===== src/rtl/cordic_iter_param.sv =====
// Iterative CORDIC: rotation/vectoring on one request at a time, ITER micro-rotations per request.
// Latency ITER+1 clocks accept->out_valid; in_ready only when idle, result held until out_ready.
module cordic_iter_param #(
  parameter int DW   = 16,
  parameter int AW   = 16,
  parameter int ITER = 14
) (
  input  logic                 clk,
  input  logic                 rst,
  input  logic                 in_valid,
  output logic                 in_ready,
  input  logic                 mode,
  input  logic signed [DW-1:0] x_in,
  input  logic signed [DW-1:0] y_in,
  input  logic signed [AW-1:0] z_in,
  output logic                 out_valid,
  input  logic                 out_ready,
  output logic signed [DW+1:0] x_out,
  output logic signed [DW+1:0] y_out,
  output logic signed [AW-1:0] z_out
);

  localparam int W  = DW + 2;
  localparam int CW = (ITER > 1) ? $clog2(ITER) : 1;
  localparam logic signed [AW-1:0] QTR = {2'b01, {(AW-2){1'b0}}};

  typedef enum logic [1:0] {S_IDLE, S_PRE, S_ITER, S_DONE} state_t;

  state_t state_q, state_d;

  logic signed [W-1:0]  x_q, y_q;
  logic signed [AW-1:0] z_q;
  logic                 mode_q;
  logic [CW-1:0]        i_q;
  logic                 last_iter;

  logic signed [W-1:0]  x_pre, y_pre, x_it, y_it, x_sh, y_sh;
  logic signed [AW-1:0] z_pre, z_it, a_i;
  logic                 dir_pos;

  // atan(2^-i) with +-pi mapped to +-2^31, rescaled to AW bits with rounding.
  function automatic logic signed [AW-1:0] atan_entry(input logic [CW-1:0] idx);
    longint v;
    int     sh;
    case (int'(idx))
      0:       v = 64'd536870912;
      1:       v = 64'd316933406;
      2:       v = 64'd167458907;
      3:       v = 64'd85004756;
      4:       v = 64'd42667331;
      5:       v = 64'd21354465;
      6:       v = 64'd10679838;
      7:       v = 64'd5340245;
      8:       v = 64'd2670163;
      9:       v = 64'd1335087;
      10:      v = 64'd667544;
      11:      v = 64'd333772;
      12:      v = 64'd166886;
      13:      v = 64'd83443;
      14:      v = 64'd41722;
      15:      v = 64'd20861;
      16:      v = 64'd10430;
      17:      v = 64'd5215;
      18:      v = 64'd2608;
      19:      v = 64'd1304;
      20:      v = 64'd652;
      21:      v = 64'd326;
      22:      v = 64'd163;
      23:      v = 64'd81;
      24:      v = 64'd41;
      25:      v = 64'd20;
      26:      v = 64'd10;
      27:      v = 64'd5;
      28:      v = 64'd3;
      29:      v = 64'd1;
      30:      v = 64'd1;
      default: v = 64'd0;
    endcase
    sh = 32 - AW;
    if (sh > 0)
      v = (v + (longint'(1) << (sh - 1))) >>> sh;
    else if (sh < 0)
      v = v << (-sh);
    return AW'(v);
  endfunction

  assign last_iter = (i_q == CW'(ITER - 1));

  always_ff @(posedge clk or posedge rst) begin
    if (rst) state_q <= S_IDLE;
    else     state_q <= state_d;
  end

  always_comb begin
    state_d   = state_q;
    in_ready  = 1'b0;
    out_valid = 1'b0;
    case (state_q)
      S_IDLE: begin
        in_ready = 1'b1;
        if (in_valid) state_d = S_PRE;
      end
      S_PRE:  state_d = S_ITER;
      S_ITER: if (last_iter) state_d = S_DONE;
      S_DONE: begin
        out_valid = 1'b1;
        if (out_ready) state_d = S_IDLE;
      end
      default: state_d = S_IDLE;
    endcase
  end

  // Quarter-turn pre-rotation so the micro-rotations only need to cover +-90 degrees.
  always_comb begin
    x_pre = x_q;
    y_pre = y_q;
    z_pre = z_q;
    if (!mode_q) begin
      if (z_q >= QTR) begin
        x_pre = -y_q;
        y_pre = x_q;
        z_pre = z_q - QTR;
      end else if (z_q < -QTR) begin
        x_pre = y_q;
        y_pre = -x_q;
        z_pre = z_q + QTR;
      end
    end else if (x_q < 0) begin
      if (y_q >= 0) begin
        x_pre = y_q;
        y_pre = -x_q;
        z_pre = z_q + QTR;
      end else begin
        x_pre = -y_q;
        y_pre = x_q;
        z_pre = z_q - QTR;
      end
    end
  end

  always_comb begin
    a_i     = atan_entry(i_q);
    x_sh    = x_q >>> i_q;
    y_sh    = y_q >>> i_q;
    dir_pos = mode_q ? y_q[W-1] : ~z_q[AW-1];
    if (dir_pos) begin
      x_it = x_q - y_sh;
      y_it = y_q + x_sh;
      z_it = z_q - a_i;
    end else begin
      x_it = x_q + y_sh;
      y_it = y_q - x_sh;
      z_it = z_q + a_i;
    end
  end

  always_ff @(posedge clk or posedge rst) begin
    if (rst) begin
      x_q    <= '0;
      y_q    <= '0;
      z_q    <= '0;
      mode_q <= 1'b0;
      i_q    <= '0;
      x_out  <= '0;
      y_out  <= '0;
      z_out  <= '0;
    end else begin
      case (state_q)
        S_IDLE: begin
          if (in_valid) begin
            x_q    <= {{2{x_in[DW-1]}}, x_in};
            y_q    <= {{2{y_in[DW-1]}}, y_in};
            z_q    <= z_in;
            mode_q <= mode;
          end
        end
        S_PRE: begin
          x_q <= x_pre;
          y_q <= y_pre;
          z_q <= z_pre;
          i_q <= '0;
        end
        S_ITER: begin
          x_q <= x_it;
          y_q <= y_it;
          z_q <= z_it;
          if (last_iter) begin
            i_q   <= '0;
            x_out <= x_it;
            y_out <= y_it;
            z_out <= z_it;
          end else begin
            i_q <= i_q + CW'(1);
          end
        end
        default: ;
      endcase
    end
  end

endmodule


===== config.mk =====
export PLATFORM = sky130hd
export DESIGN_NAME = cordic_iter_param
export DESIGN_NICKNAME = d
export VERILOG_FILES = /design/src/rtl/cordic_iter_param.sv
export SDC_FILE = /design/constraint.sdc
export NUM_CORES = 1
export LEC_CHECK = 0
export BUFFER_PORTS_ARGS = -buffer_cell sky130_fd_sc_hd__buf_4
export CORE_AREA = 2 2 182 184
export DETAILED_ROUTE_END_ITERATION = 10
export DIE_AREA = 0 0 184 186
export PLACE_DENSITY = 0.51
export SYNTH_ARGS = -nofsm -noshare
export SYNTH_HDL_FRONTEND = slang
export SYNTH_SLANG_ARGS = --single-unit

===== constraint.sdc =====
create_clock -name clk -period 6.2 [get_ports clk]
set_input_delay 1.55 -clock clk [delete_from_list [all_inputs] [get_ports clk]]
set_output_delay 1.55 -clock clk [all_outputs]
set_load 0.01 [all_outputs]

==> flow_summary.yaml <==
placed_design:
  io_buffers: 106
  routabilityCongestion: 0.931
  placed_cell_area_um2: 12800
  hpwl_mm: 30.0
  place_ws_ns: 0.718
timing:
  maxSlewViolCount: 0
  setup_viol: 0
  rsz0062_at_grt: "no"
  min_period_over_period_pct: 89.0
  worst_pin_slew_ns: 1.15
  finalWorstPathRequiredPeriod_ns: 5.52
  slew_headroom_pct: 23.3
  finClkSkew_ns: 0.0138
  setup_ws_ns: 0.683
  final_hold_viol_count: 0
  fin_tns_setup_ns: 0
  clock.fmax_ghz: 0.181
finish:
  finalInstanceArea_um2: 13100
  nets: 1581
  area_delta_synth_final_pct: 10.8
  utilization_pct: 40.5
  antenna_cells: 0
  drive_gt1_share_pct: 15.9
  fillers: 3293
worst_setup_path:
  cp.arrival_ns: 5.83
  cp.required_ns: 6.51
  end_kind: "flop"
  worstSetupPathType: "reg -> reg"
  cp_max_fo: 23
  start_kind: "flop"
grt:
  grt_use_total_pct: 23.9
  gr-total-overflow: 0
  grt_max_degree: 86
  grt_pass1_vias: 10500
  antenna_found_initial: 0
  grt_first_pass_wirelength_mm: 62.5
floorplanning:
  ios: 107
  chipWidth_um: 184
  fp.dieArea_um2: 34200
  placementRows: 66
  initial_utilization_pct: 36.6
  die_h_um: 186
  core_um2: 32200
detailed_routing:
  drc: 0
  dr.pass1.iters: 5
  vias_per_cell: 5.79
  final_antenna_net_count: 0
  via_count: 10800
  drt-total-wl_mm: 40.4
  wl_per_cell_um: 21.6
  drt_first_iter_violations: 717
clocking:
  hold_buffers: 0
  clkTransAtPathRegs_ns: 0.09
  post_cts_buffers: 0
  cts_buffer_depth: 2
  cts_tree: "yes"
  clock_latency_ns: 0.38
  cts_buffers: 9
  cts_max_level: 3
  clock-root-buffer: "clkbuf_16"
  clock_sinks: 111
  cts_resized: 0
logic_synthesis:
  synth_cell_types: 83
  synth_nets: 1537
  syn_area_per_cell_um2: 8.34
  synth_area_um2: 11800
  yosys_warnings: 0
  synthArstFlopShare_pct: 100
  yosysSeqAreaShare_pct: 23.6
  synth-edff-count: 0
  synth_ff_type: "dfrtp_1"
  synth_seq_cells: 111
  synth_cells: 1413
outcome:
  status: "finished, final reports clean"
flow_run:
  maxCapViolations: 0
hold_path:
  hold_path.class: "reg -> reg"
## kinds of logic after synthesis
group                    after synthesis  share of synthesized area (%)
multiplexers                          95                           13.1
flip-flops                           111                           23.6
buffers and inverters                145                           6.36
adder cells (fa/ha/maj)               71                           7.73
XOR/XNOR                             125                           9.36
AND/OR/NAND/NOR                      428                           17.1
AO/OA/AOI/OAI                        438                           22.8
## layout by cell type (no fill, tap or decap), types with 9 or more instances in the layout
cell and instances:
nand2_1 175, o21ai_0 144, buf_4 136, a21oi_1 121, dfrtp_1 109, nor2_1 100, ha_1 67, xor2_1 64
xnor2_1 60, inv_1 36, mux2i_1 36, mux4_2 27, nor3_1 24, a21o_1 23, nand2b_1 23, nor2b_1 20
o31ai_1 18, mux2_2 17, a211oi_1 17, o211ai_1 17, a31oi_1 16, nand3_1 15, o21a_1 15, mux4_1 14
and2_1 14, or3_1 9, o221ai_1 9, clkbuf_16 9
## synthesized netlist by cell type (all sizes together), types with 18 or more instances
library cell	n	area [um2]
nor2b	20	125
inv	40	150
o211ai	18	140
a21oi	121	606
mux2i	36	360
xnor2	61	542
xor2	64	561
mux4	41	976
ha	68	851
mux2	18	206
buf	25	210
nor3	26	135
o21ai	151	759
clkbuf	78	373
nor2	100	375
dfrtp	111	2780
nand2b	23	144
o31ai	19	156
a21o	23	173
nand2	176	661
## per-layer routing
metal | track usage [%] | vias to the layer above | wire [um]
met2 | 41.7 | 336 | 19500
met4 | 6.88 | 0 | 1040
li1 | - | 5213 | -
met5 | 0 | - | 0
met1 | 31.3 | 5232 | 18100
met3 | 2.66 | 53 | 1760
## area by class of cell
class	count	area, um2	area share [%]
tap	408	510	3.91
clock inverter	7	72.6	0.556
inverter	41	156	1.20
clock buffer	9	225	1.73
timing repair buffer	137	1040	7.98
sequential	111	2780	21.3
multi-input combinational	1157	8260	63.3
## registers in the layout, indices dropped and copies added (netlist names)
signal and cells:
i_q 4, x_out 18, z_q 16, x_q 18, y_q 18, z_out 16
y_out 18, state_q 2, mode_q 1
## worst max-delay path, stage by stage (launching register included)
cell and delay [ns]:
dfrtp_2 0.68, inv_2 0.21, ha_1 0.35, mux4_2 0.56, ha_1 0.32, xnor2_1 0.19, nor3b_1 0.07, o21ai_0 0.36
nand2_1 0.12, xor2_1 0.15, ha_1 0.35, a21o_1 0.20, a21o_1 0.17, a21o_1 0.20, o2111ai_1 0.27, nand3_1 0.13
a31oi_1 0.30, o21ai_0 0.21, or4b_1 0.49, nand3_1 0.09
## through the flow
step	std cells	hold WS, ns
after floorplan	1413	0.471
after global placement	1854	0.462
after detailed placement	1854	0.467
after CTS	1870	0.486
after global routing	1870	0.503
final	1870	0.484
## path summary, 6_finish.rpt
path	end	depth (start not counted)	startpoint	slack, ns
hold reg to reg	z_out[12]$_DFFE_PP0P_	1	z_out[12]$_DFFE_PP0P_	0.48
setup reg to reg	z_q[15]$_DFFE_PP0P_	19	i_q[1]$_DFFE_PP0N_	0.68
setup / recovery	z_q[15]$_DFFE_PP0P_	19	i_q[1]$_DFFE_PP0N_	0.68
min in group asynchronous	x_out[16]$_DFFE_PP0P_	3	rst	1.33
hold / removal	z_out[12]$_DFFE_PP0P_	1	z_out[12]$_DFFE_PP0P_	0.48
max in group asynchronous	y_q[7]$_DFFE_PP0P_	3	rst	4.09
Power is not shown: default switching activity piles up to over one toggle a cycle in this logic, so the estimate is an artifact.
